File: src/rtl/cv32e40p_pkg.sv
// rtl/cv32e40p_pkg.sv - shared types for the data pair sequencer
package cv32e40p_pkg;

  // Sequencer state: IDLE issues singles and pair beat 0, SECOND issues pair beat 1
  typedef enum logic {
    IDLE   = 1'b0,
    SECOND = 1'b1
  } seq_state_e;

  // Per-transaction type bit carried through the response-order FIFO
  typedef enum logic {
    TXN_SINGLE = 1'b0,
    TXN_PAIR   = 1'b1
  } txn_type_e;

  // Outstanding counter width; covers DEPTH up to 4
  localparam int unsigned CNT_W = 3;

endpackage

File: src/rtl/cv32e40p_fifo.sv
// rtl/cv32e40p_fifo.sv - small synchronous FIFO with registered storage
module cv32e40p_fifo #(
  parameter int WIDTH = 1,
  parameter int DEPTH = 2
) (
  input  logic             clk_i,
  input  logic             rst_i,
  input  logic             push_i,
  input  logic [WIDTH-1:0] data_i,
  input  logic             pop_i,
  output logic [WIDTH-1:0] data_o,
  output logic             empty_o
);

  localparam int PW = (DEPTH > 1) ? $clog2(DEPTH) : 1;
  localparam int CW = $clog2(DEPTH + 1);

  logic [WIDTH-1:0] mem_q [DEPTH];
  logic [PW-1:0]    wr_ptr_q;
  logic [PW-1:0]    rd_ptr_q;
  logic [CW-1:0]    count_q;
  logic             full;
  logic             do_push;
  logic             do_pop;

  assign full    = (count_q == CW'(DEPTH));
  assign empty_o = (count_q == '0);
  assign data_o  = mem_q[rd_ptr_q];

  // A push into a full FIFO is accepted when the head leaves in the same cycle
  assign do_pop  = pop_i && !empty_o;
  assign do_push = push_i && (!full || do_pop);

  // Pointer and occupancy bookkeeping
  always_ff @(posedge clk_i or posedge rst_i) begin
    if (rst_i) begin
      wr_ptr_q <= '0;
      rd_ptr_q <= '0;
      count_q  <= '0;
    end else begin
      if (do_push) begin
        wr_ptr_q <= (wr_ptr_q == PW'(DEPTH - 1)) ? '0 : wr_ptr_q + 1'b1;
      end
      if (do_pop) begin
        rd_ptr_q <= (rd_ptr_q == PW'(DEPTH - 1)) ? '0 : rd_ptr_q + 1'b1;
      end
      if (do_push && !do_pop) begin
        count_q <= count_q + 1'b1;
      end else if (do_pop && !do_push) begin
        count_q <= count_q - 1'b1;
      end
    end
  end

  // Storage write; contents are only meaningful while counted as occupied
  always_ff @(posedge clk_i) begin
    if (do_push) begin
      mem_q[wr_ptr_q] <= data_i;
    end
  end

endmodule

File: src/rtl/cv32e40p_data_pair_sequencer.sv
// rtl/cv32e40p_data_pair_sequencer.sv - splits 64-bit core accesses into two OBI beats
module cv32e40p_data_pair_sequencer
  import cv32e40p_pkg::*;
#(
  parameter int DEPTH = 2
) (
  input  logic        clk_i,
  input  logic        rst_i,

  input  logic        core_req_i,
  input  logic        core_req64_i,
  input  logic        core_we_i,
  input  logic [3:0]  core_be_i,
  input  logic [31:0] core_addr_i,
  input  logic [31:0] core_wdata_i,
  input  logic        core_we64_i,
  input  logic [31:0] core_addr64_i,
  input  logic [31:0] core_wdata64_i,

  output logic        core_gnt_o,
  output logic        core_rvalid_o,
  output logic [31:0] core_rdata_o,
  output logic [31:0] core_rdata64_o,

  output logic        mem_req_o,
  input  logic        mem_gnt_i,
  output logic [31:0] mem_addr_o,
  output logic        mem_we_o,
  output logic [3:0]  mem_be_o,
  output logic [31:0] mem_wdata_o,
  input  logic        mem_rvalid_i,
  input  logic [31:0] mem_rdata_i,

  output logic        protocol_err_o
);

  seq_state_e       state_q;
  seq_state_e       state_d;
  logic [CNT_W-1:0] cnt_q;
  logic             got_first_q;
  logic [31:0]      hold_q;
  logic             perr_q;

  logic             fifo_empty;
  logic             fifo_rdata;
  txn_type_e        head_type;
  txn_type_e        push_type;
  logic             resp_ok;
  logic             capture;
  logic             slot_free;
  logic             sel64;

  assign head_type = txn_type_e'(fifo_rdata);
  assign push_type = (state_q == SECOND) ? TXN_PAIR : TXN_SINGLE;
  assign resp_ok   = mem_rvalid_i && !fifo_empty && !rst_i;

  // Response side: singles pass straight through, pairs park beat 0 in hold_q
  always_comb begin
    core_rvalid_o  = 1'b0;
    core_rdata_o   = '0;
    core_rdata64_o = '0;
    capture        = 1'b0;
    if (resp_ok) begin
      if (head_type == TXN_SINGLE) begin
        core_rvalid_o = 1'b1;
        core_rdata_o  = mem_rdata_i;
      end else if (!got_first_q) begin
        capture = 1'b1;
      end else begin
        core_rvalid_o  = 1'b1;
        core_rdata_o   = hold_q;
        core_rdata64_o = mem_rdata_i;
      end
    end
  end

  // A response retiring this cycle frees its slot for a request in the same cycle
  assign slot_free = (cnt_q < CNT_W'(DEPTH)) || core_rvalid_o;

  // Request side: next state, memory request and core grant
  always_comb begin
    state_d    = state_q;
    mem_req_o  = 1'b0;
    core_gnt_o = 1'b0;
    sel64      = 1'b0;
    if (!rst_i) begin
      unique case (state_q)
        IDLE: begin
          mem_req_o = core_req_i && slot_free;
          if (mem_req_o && mem_gnt_i) begin
            if (core_req64_i) begin
              state_d = SECOND;
            end else begin
              core_gnt_o = 1'b1;
            end
          end
        end
        SECOND: begin
          mem_req_o = 1'b1;
          sel64     = 1'b1;
          if (mem_gnt_i) begin
            core_gnt_o = 1'b1;
            state_d    = IDLE;
          end
        end
        default: state_d = IDLE;
      endcase
    end
  end

  assign mem_addr_o  = sel64 ? core_addr64_i  : core_addr_i;
  assign mem_we_o    = sel64 ? core_we64_i    : core_we_i;
  assign mem_wdata_o = sel64 ? core_wdata64_i : core_wdata_i;
  assign mem_be_o    = core_be_i;

  // FSM state register
  always_ff @(posedge clk_i or posedge rst_i) begin
    if (rst_i) begin
      state_q <= IDLE;
    end else begin
      state_q <= state_d;
    end
  end

  // Outstanding transaction counter; simultaneous grant and response cancel out
  always_ff @(posedge clk_i or posedge rst_i) begin
    if (rst_i) begin
      cnt_q <= '0;
    end else begin
      unique case ({core_gnt_o, core_rvalid_o})
        2'b10:   cnt_q <= cnt_q + 1'b1;
        2'b01:   cnt_q <= cnt_q - 1'b1;
        default: cnt_q <= cnt_q;
      endcase
    end
  end

  // Pair response tracking, first-beat hold data and sticky protocol error
  always_ff @(posedge clk_i or posedge rst_i) begin
    if (rst_i) begin
      got_first_q <= 1'b0;
      hold_q      <= '0;
      perr_q      <= 1'b0;
    end else begin
      if (capture) begin
        got_first_q <= 1'b1;
        hold_q      <= mem_rdata_i;
      end else if (core_rvalid_o) begin
        got_first_q <= 1'b0;
      end
      if (mem_rvalid_i && fifo_empty) begin
        perr_q <= 1'b1;
      end
    end
  end

  assign protocol_err_o = perr_q;

  cv32e40p_fifo #(
    .WIDTH (1),
    .DEPTH (DEPTH)
  ) i_type_fifo (
    .clk_i   (clk_i),
    .rst_i   (rst_i),
    .push_i  (core_gnt_o),
    .data_i  (logic'(push_type)),
    .pop_i   (core_rvalid_o),
    .data_o  (fifo_rdata),
    .empty_o (fifo_empty)
  );

endmodule

File: config.mk
export PLATFORM = sky130hd
export DESIGN_NAME = cv32e40p_data_pair_sequencer
export DESIGN_NICKNAME = d
export VERILOG_FILES = /design/src/rtl/cv32e40p_pkg.sv /design/src/rtl/cv32e40p_fifo.sv /design/src/rtl/cv32e40p_data_pair_sequencer.sv
export SDC_FILE = /design/constraint.sdc
export NUM_CORES = 1
export LEC_CHECK = 0
export ABC_AREA = 1
export BUFFER_PORTS_ARGS = -buffer_cell sky130_fd_sc_hd__clkbuf_2
export CAP_MARGIN = 20
export CORE_AREA = 2 2 119 121
export CTS_BUF_LIST = sky130_fd_sc_hd__clkbuf_8
export DETAILED_ROUTE_END_ITERATION = 10
export DIE_AREA = 0 0 121 123
export PLACE_DENSITY = 0.67
export SYNTH_ARGS = -nofsm -noshare
export SYNTH_HDL_FRONTEND = slang
export SYNTH_HIERARCHICAL = 1
export SYNTH_SLANG_ARGS = --single-unit
File: constraint.sdc
create_clock -name clk_i -period 2.7 [get_ports clk_i]
set_clock_uncertainty 0.05 [all_clocks]
set_input_delay 0.405 -clock clk_i [delete_from_list [all_inputs] [get_ports clk_i]]
set_output_delay 0.405 -clock clk_i [all_outputs]
set_load 0.02 [all_outputs]
==> impl_metrics.tcl, run 1 <==
set metrics [dict create \
    ant_nets 0 \
    clkSinkCount 44 \
    nets 899 \
    num_antenna_cells 0 \
    synthDistinctLibCells 29 \
    post-place-cells 896 \
    grt_usage_pct 15.5 \
    switching_share_pct 42.4 \
    place_congestion 0.818 \
    period_needed_ns 2.54 \
    grt_max_degree 39 \
    cap_viol_max_count 0 \
    hold_viol 0 \
    pwr-share-seq_pct 33.1 \
    synthCells 433 \
    seq_area_frac_synth_pct 31.3 \
    clockBufferDepth 2 \
    comb_power_share_pct 51.1 \
    rows 43 \
    whs_ns 0.307 \
    place_area_mm2 0.00518 \
    synthFlopType "dfrtp_1" \
    synth-seq-cells 44 \
    dr.first_iter.drc_count 99 \
    synth_warnings 6 \
    grt_pass1_wl_um 18000 \
    syn-num-nets 608 \
    path_max_fanout 28 \
    io_pins 309 \
    finalNonFillerCells 905 \
    worst-endpoint-required_ns 2.25 \
    cts_setup_buffers 0 \
    drt_drc_violations_left 0 \
    setup_ws_ns 0.156 \
    internal_power_w 0.00197 \
    switchingPower_w 0.00145 \
    chipHeight_um 123 \
    grt_pass1_vias 3571 \
    clk_latency_ns 0.30 \
    cts_root_buffer "clkbuf_8" \
    area_growth_pct 50.0 \
    fmax_mhz 393 \
    status "finished, final reports clean" \
    rsz0062_at_grt "false" \
    synth_edf_count 2 \
    cpMaxStageDelayCell "dlygate4sd3_1" \
    timing.critical_path.mode_cell "clkbuf_2" \
    syn_area_mm2 0.00355 \
    slowest_delay_ns 0.52 \
    viasPerCell 4.31 \
    vdd_drop_max_mv 0.340 \
    path_cells "dlygate4sd3_1, clkbuf_2, inv_2, nand2_8, buf_12, mux2_2, clkbuf_2" \
    worst_slew_pin_slew_ns 0.500 \
    syn_avg_cell_area_um2 8.19 \
    drv_slew 0 \
    first_pass_iters 4 \
    post-place-ws_ns 0.479 \
    p_clk_share_pct 15.8 \
    h-tree-depth 2 \
    fin_tns_setup_ns 0 \
    dp_hpwl_um 9990 \
    arrival_ns 2.09 \
    critPathLaunchType "primary input" \
    critPathKind "primary input to primary output" \
    avgRoutedWirePerCell_um 13.4 \
    cp-end-kind "primary output" \
    min_period_over_period_pct 94.2 \
    max_slew_margin_pct 66.7 \
    antenna_found_initial 0 \
    drive_above_1_share_pct 58.5 \
    setup_viol 0 \
    via_count 3905 \
    fillerInstances 1451 \
    die_w_um 121 \
    tritoncts "built" \
    path_clk_slew_ns 0.09 \
    routed_wirelength_um 12100 \
    die_area_mm2 0.0149 \
    port_buffers 300 \
    leakage_nw 3.11 \
    cts_buffers 5 \
    powerDensity_mw_per_mm2 641 \
    async_flop_share_pct 95.5 \
    fin_area_mm2 0.00532 \
    core_area_mm2 0.0136 \
    start_util_pct 26.1 \
    hp-class "primary input to flip-flop" \
    grt-ovfl-total 0 \
]
-- sequential cells by signal, indices dropped and copies added, names as in the netlist --
name,flops
cnt_q,3
got_first_q,1
hold_q,32
i_type_fifo/count_q,2
i_type_fifo/mem_q,2
i_type_fifo/rd_ptr_q,1
i_type_fifo/wr_ptr_q,1
protocol_err_o,1
state_q,1
-- per-layer routing --
metal	up-vias	GRT usage [%]	wire length (um)
met1	1800	19.3	4990
met4	0	3.56	116
met5	-	0	0
li1	1954	-	-
met2	140	27.4	6150
met3	11	3.23	848
-- through the flow --
step           power (W)  utilization [%]
3_3_place_gp     0.00286             38.1
2_1_floorplan    0.00236                -
3_5_place_dp     0.00290             38.1
6_report         0.00341             39.1
4_1_cts          0.00346             39.0
5_1_grt          0.00370             39.1
-- cells by family (layout without fill, tap and decap cells) --
group,after synthesis,count (layout),synth area share [%]
adder cells (fa/ha/maj),3,3,1.27
AO/OA/AOI/OAI,72,72,13.6
XOR/XNOR,3,3,0.741
buffers and inverters,81,373,11.9
multiplexers,66,66,22.7
AND/OR/NAND/NOR,164,164,18.4
flip-flops,44,44,31.3
-- cells in the mapped netlist (2+ instances only) --
library cell  instances  area [um^2]
nor2_2                3         18.8
inv_2                 3         11.3
mux2_2               44          495
xnor2_1               3         26.3
dfrtp_1              42         1050
a21oi_1              37          185
mux2_1                5         56.3
buf_4                 4         30.0
nand2_1             119          447
clkbuf_1              5         18.8
inv_1                49          184
buf_2                 7         35.0
buf_6                11          124
nor2_1               34          128
o21ai_2              32          280
o21ai_0               2         10.0
ha_1                  2         25.0
nand3_1               3         15.0
mux2_4               17          255
edfxtp_1              2         60.1
-- power by group through the flow --
stage / Sequential, W / Combinational [W] / Clock [W]
after floorplan: 0.00110 / 0.00126 / 0
after global placement: 0.00113 / 0.00173 / 0
after detailed placement: 0.00114 / 0.00175 / 0
after CTS: 0.00113 / 0.00177 / 0.000564
after global routing: 0.00117 / 0.00194 / 0.000595
final: 0.00113 / 0.00174 / 0.000539
-- layout make-up --
type | instances | area, um^2 | area share [%]
tap | 180 | 225 | 4.23
clock inverter | 2 | 38.8 | 0.729
multi-input combinational | 308 | 2030 | 38.2
clock buffer | 6 | 82.6 | 1.55
sequential | 44 | 1110 | 20.9
inverter | 52 | 195 | 3.67
timing repair buffer | 313 | 1640 | 30.8
-- placed cells by master, fill, tap and decap left out, drive strengths merged, types with 3 or more instances in the layout --
cell and count:
clkbuf 306, buf 12, inv 52, mux2 66, nor2 37, dfrtp 42
xnor2 3, nand3 5, nand2 120, o21ai 34, a21oi 37
-- critical path, delay by kind of cell --
kind / cells / cell delay [ns]
buf+inv: 5 / 1.11
mux: 1 / 0.36
simple gates: 1 / 0.18
-- what timing repair did --
action / CTS / global route
hold buffers: 1 / 0
gates resized for setup: 0 / 1
endpoints found under the setup margin: 0 / 34
endpoints found under the hold margin: 4 / 0
-- worst paths after layout --
check / start / end / slack [ns] / cells past startpoint
worst max-delay path: rst_i / mem_addr_o[17] / 0.16 / 7
worst min-delay path: mem_rdata_i[3] / hold_q[3] / 0.31 / 3
worst max register to register: i_type_fifo/rd_ptr_q / cnt_q[2] / 0.47 / 14
worst min register to register: cnt_q[2] / cnt_q[2] / 0.42 / 1
max in group asynchronous: rst_i / hold_q[23] / 1.39 / 4
min in group asynchronous: rst_i / i_type_fifo/rd_ptr_q / 0.53 / 3
(Power assumes the default switching activity.)
==> inputs of run 2 (changes only) <==
--- a/config.mk
+++ b/config.mk
@@ -8,11 +8,12 @@
 export ABC_AREA = 1
 export BUFFER_PORTS_ARGS = -buffer_cell sky130_fd_sc_hd__clkbuf_2
 export CAP_MARGIN = 20
-export CORE_AREA = 2 2 119 121
+export CORE_AREA = 5 5 118 120
 export CTS_BUF_LIST = sky130_fd_sc_hd__clkbuf_8
 export DETAILED_ROUTE_END_ITERATION = 10
-export DIE_AREA = 0 0 121 123
-export PLACE_DENSITY = 0.67
+export DIE_AREA = 0 0 123 125
+export HOLD_SLACK_MARGIN = 0.05
+export PLACE_DENSITY = 0.7
 export SYNTH_ARGS = -nofsm -noshare
 export SYNTH_HDL_FRONTEND = slang
 export SYNTH_HIERARCHICAL = 1
==> constraint.sdc (replaced) <==
create_clock -name clk_i -period 3.2 [get_ports clk_i]
set_clock_uncertainty 0.05 [all_clocks]
set_input_delay 0.48 -clock clk_i [delete_from_list [all_inputs] [get_ports clk_i]]
set_output_delay 0.48 -clock clk_i [all_outputs]
set_load 0.02 [all_outputs]
==> run 2 against run 1 <==
Net effect: global-route usage increased by 0.12 points; final cell count decreased by 1.1%; combinational power decreased by 17%; sequential share of layout area increased by 0.44 points; first-iteration DRC count increased by 32%; final area decreased by 2.1%; sequential cell count unchanged; critical path type is now flip-flop to primary output; largest power group unchanged.
==> impl_metrics.tcl, run 2 (synthesis results as in run 1) <==
set metrics [dict create \
    max_slew_margin_pct 41.6 \
    hold_viol 0 \
    avgRoutedWirePerCell_um 14.4 \
    vdd_drop_max_mv 0.276 \
    path_max_fanout 28 \
    setup_viol 0 \
    grt_pass1_vias 3907 \
    grt_usage_pct 15.6 \
    fin_area_mm2 0.00521 \
    core_area_mm2 0.0129 \
    dp_hpwl_um 10800 \
    start_util_pct 27.6 \
    dr.first_iter.drc_count 131 \
    rows 42 \
    path_depth 9 \
    fin_tns_setup_ns 0 \
    grt-ovfl-total 0 \
    arrival_ns 2.08 \
    worst_r2r_endpoint "cnt_q[2]" \
    tritoncts "built" \
    h-tree-depth 2 \
    place_congestion 0.800 \
    antenna_found_initial 0 \
    layout.cells.most_common "clkbuf_2" \
    cts_resized 0 \
    ff2ff_setup_slack_ns 0.94 \
    worst-endpoint-required_ns 2.67 \
    worst-path-buf-inv 4 \
    status "finished, final reports clean" \
    post-place-cells 887 \
    largest_reg_flops 32 \
    path_clk_slew_ns 0.09 \
    place_area_mm2 0.00512 \
    fmax_mhz 383 \
    postCtsHoldBufs 0 \
    grt_max_degree 65 \
    die_w_um 123 \
    clk_latency_ns 0.29 \
    reg.largest.list "hold_q (32), cnt_q (3)" \
    chipHeight_um 125 \
    cp-end-kind "primary output" \
    powerDensity_mw_per_mm2 531 \
    slowest_delay_ns 0.40 \
    critPathKind "flip-flop to primary output" \
    num_antenna_cells 0 \
    cts_root_buffer "clkbuf_8" \
    port_buffers 300 \
    leakage_nw 3.06 \
    grt_pass1_wl_um 19400 \
    cts_setup_buffers 0 \
    r2r-start "i_type_fifo/rd_ptr_q" \
    rsz0062_at_grt "false" \
    worst_slew_pin_slew_ns 0.876 \
    min_period_over_period_pct 81.7 \
    cp-endpoint "core_rdata64_o[17]" \
    drv_slew 0 \
    critical_path.top_delay_family "buffers and inverters" \
    viasPerCell 4.29 \
    r2r_cells 14 \
    via_count 3844 \
    area_growth_pct 46.9 \
    cpMaxStageDelayCell "dfrtp_1" \
    routed_wirelength_um 12900 \
    final_cell_mix "clkbuf_2, nand2_1, inv_1" \
    cts_buffers 5 \
    whs_ns 0.0551 \
    clkSinkCount 44 \
    drive_above_1_share_pct 58.3 \
    cap_viol_max_count 0 \
    timing.critical_path.mode_cell "nand2_1" \
    die_area_mm2 0.0154 \
    nets 893 \
    io_pins 309 \
    ant_nets 0 \
    first_pass_iters 4 \
    finalNonFillerCells 895 \
    path_cells "inv_1, nand2_1, nand2_1, nand2_1, inv_1, nand2_1, buf_4, nor2_1, clkbuf_2" \
    crit_start "i_type_fifo/rd_ptr_q" \
    period_needed_ns 2.61 \
    drt_drc_violations_left 0 \
    regMostFlops "hold_q" \
    critPathLaunchType "flip-flop" \
    clockBufferDepth 2 \
    hp-class "primary input to async pin" \
]
==> run 2: how the worst min path moves through the flow <==
stage	to	slack [ns]	cells after the start
finish	i_type_fifo/rd_ptr_q	0.06	2
global route	i_type_fifo/count_q[0]	0.06	2
CTS	i_type_fifo/wr_ptr_q	0.05	2
detailed placement	i_type_fifo/wr_ptr_q	0.38	2
global placement	i_type_fifo/wr_ptr_q	0.38	2
floorplan	i_type_fifo/count_q[0]	0.20	1
==> run 2: where the power goes <==
group / internal, W / switching (W) / total, W
registers: 0.000807 / 0.000144 / 0.000951
logic: 0.000569 / 0.000872 / 0.00144
clock network: 0.000175 / 0.000201 / 0.000376
total: 0.00155 / 0.00122 / 0.00277
==> run 2: area by class of cell <==
type | instances | area [um^2]
multi-input combinational | 308 | 2020
clock inverter | 2 | 15.0
clock buffer | 6 | 82.6
tap | 176 | 220
fill | 1369 | 7660
inverter | 52 | 195
sequential | 44 | 1110
timing repair buffer | 307 | 1570
==> run 2: stage by stage <==
step	total power, W	utilization (%)	worst slack [ns]
finish	0.00277	40.5	0.587
CTS	0.00281	40.5	0.536
global route	0.00301	40.5	0.399
global placement	0.00239	39.7	0.876
detailed placement	0.00242	39.7	0.875
floorplan	0.00199	-	0.868
==> run 2: per-layer routing <==
layer,wire (um),track usage (%)
met5,0,0
met3,1020,3.70
met2,6370,28.0
met4,193,3.45
met1,5280,18.6
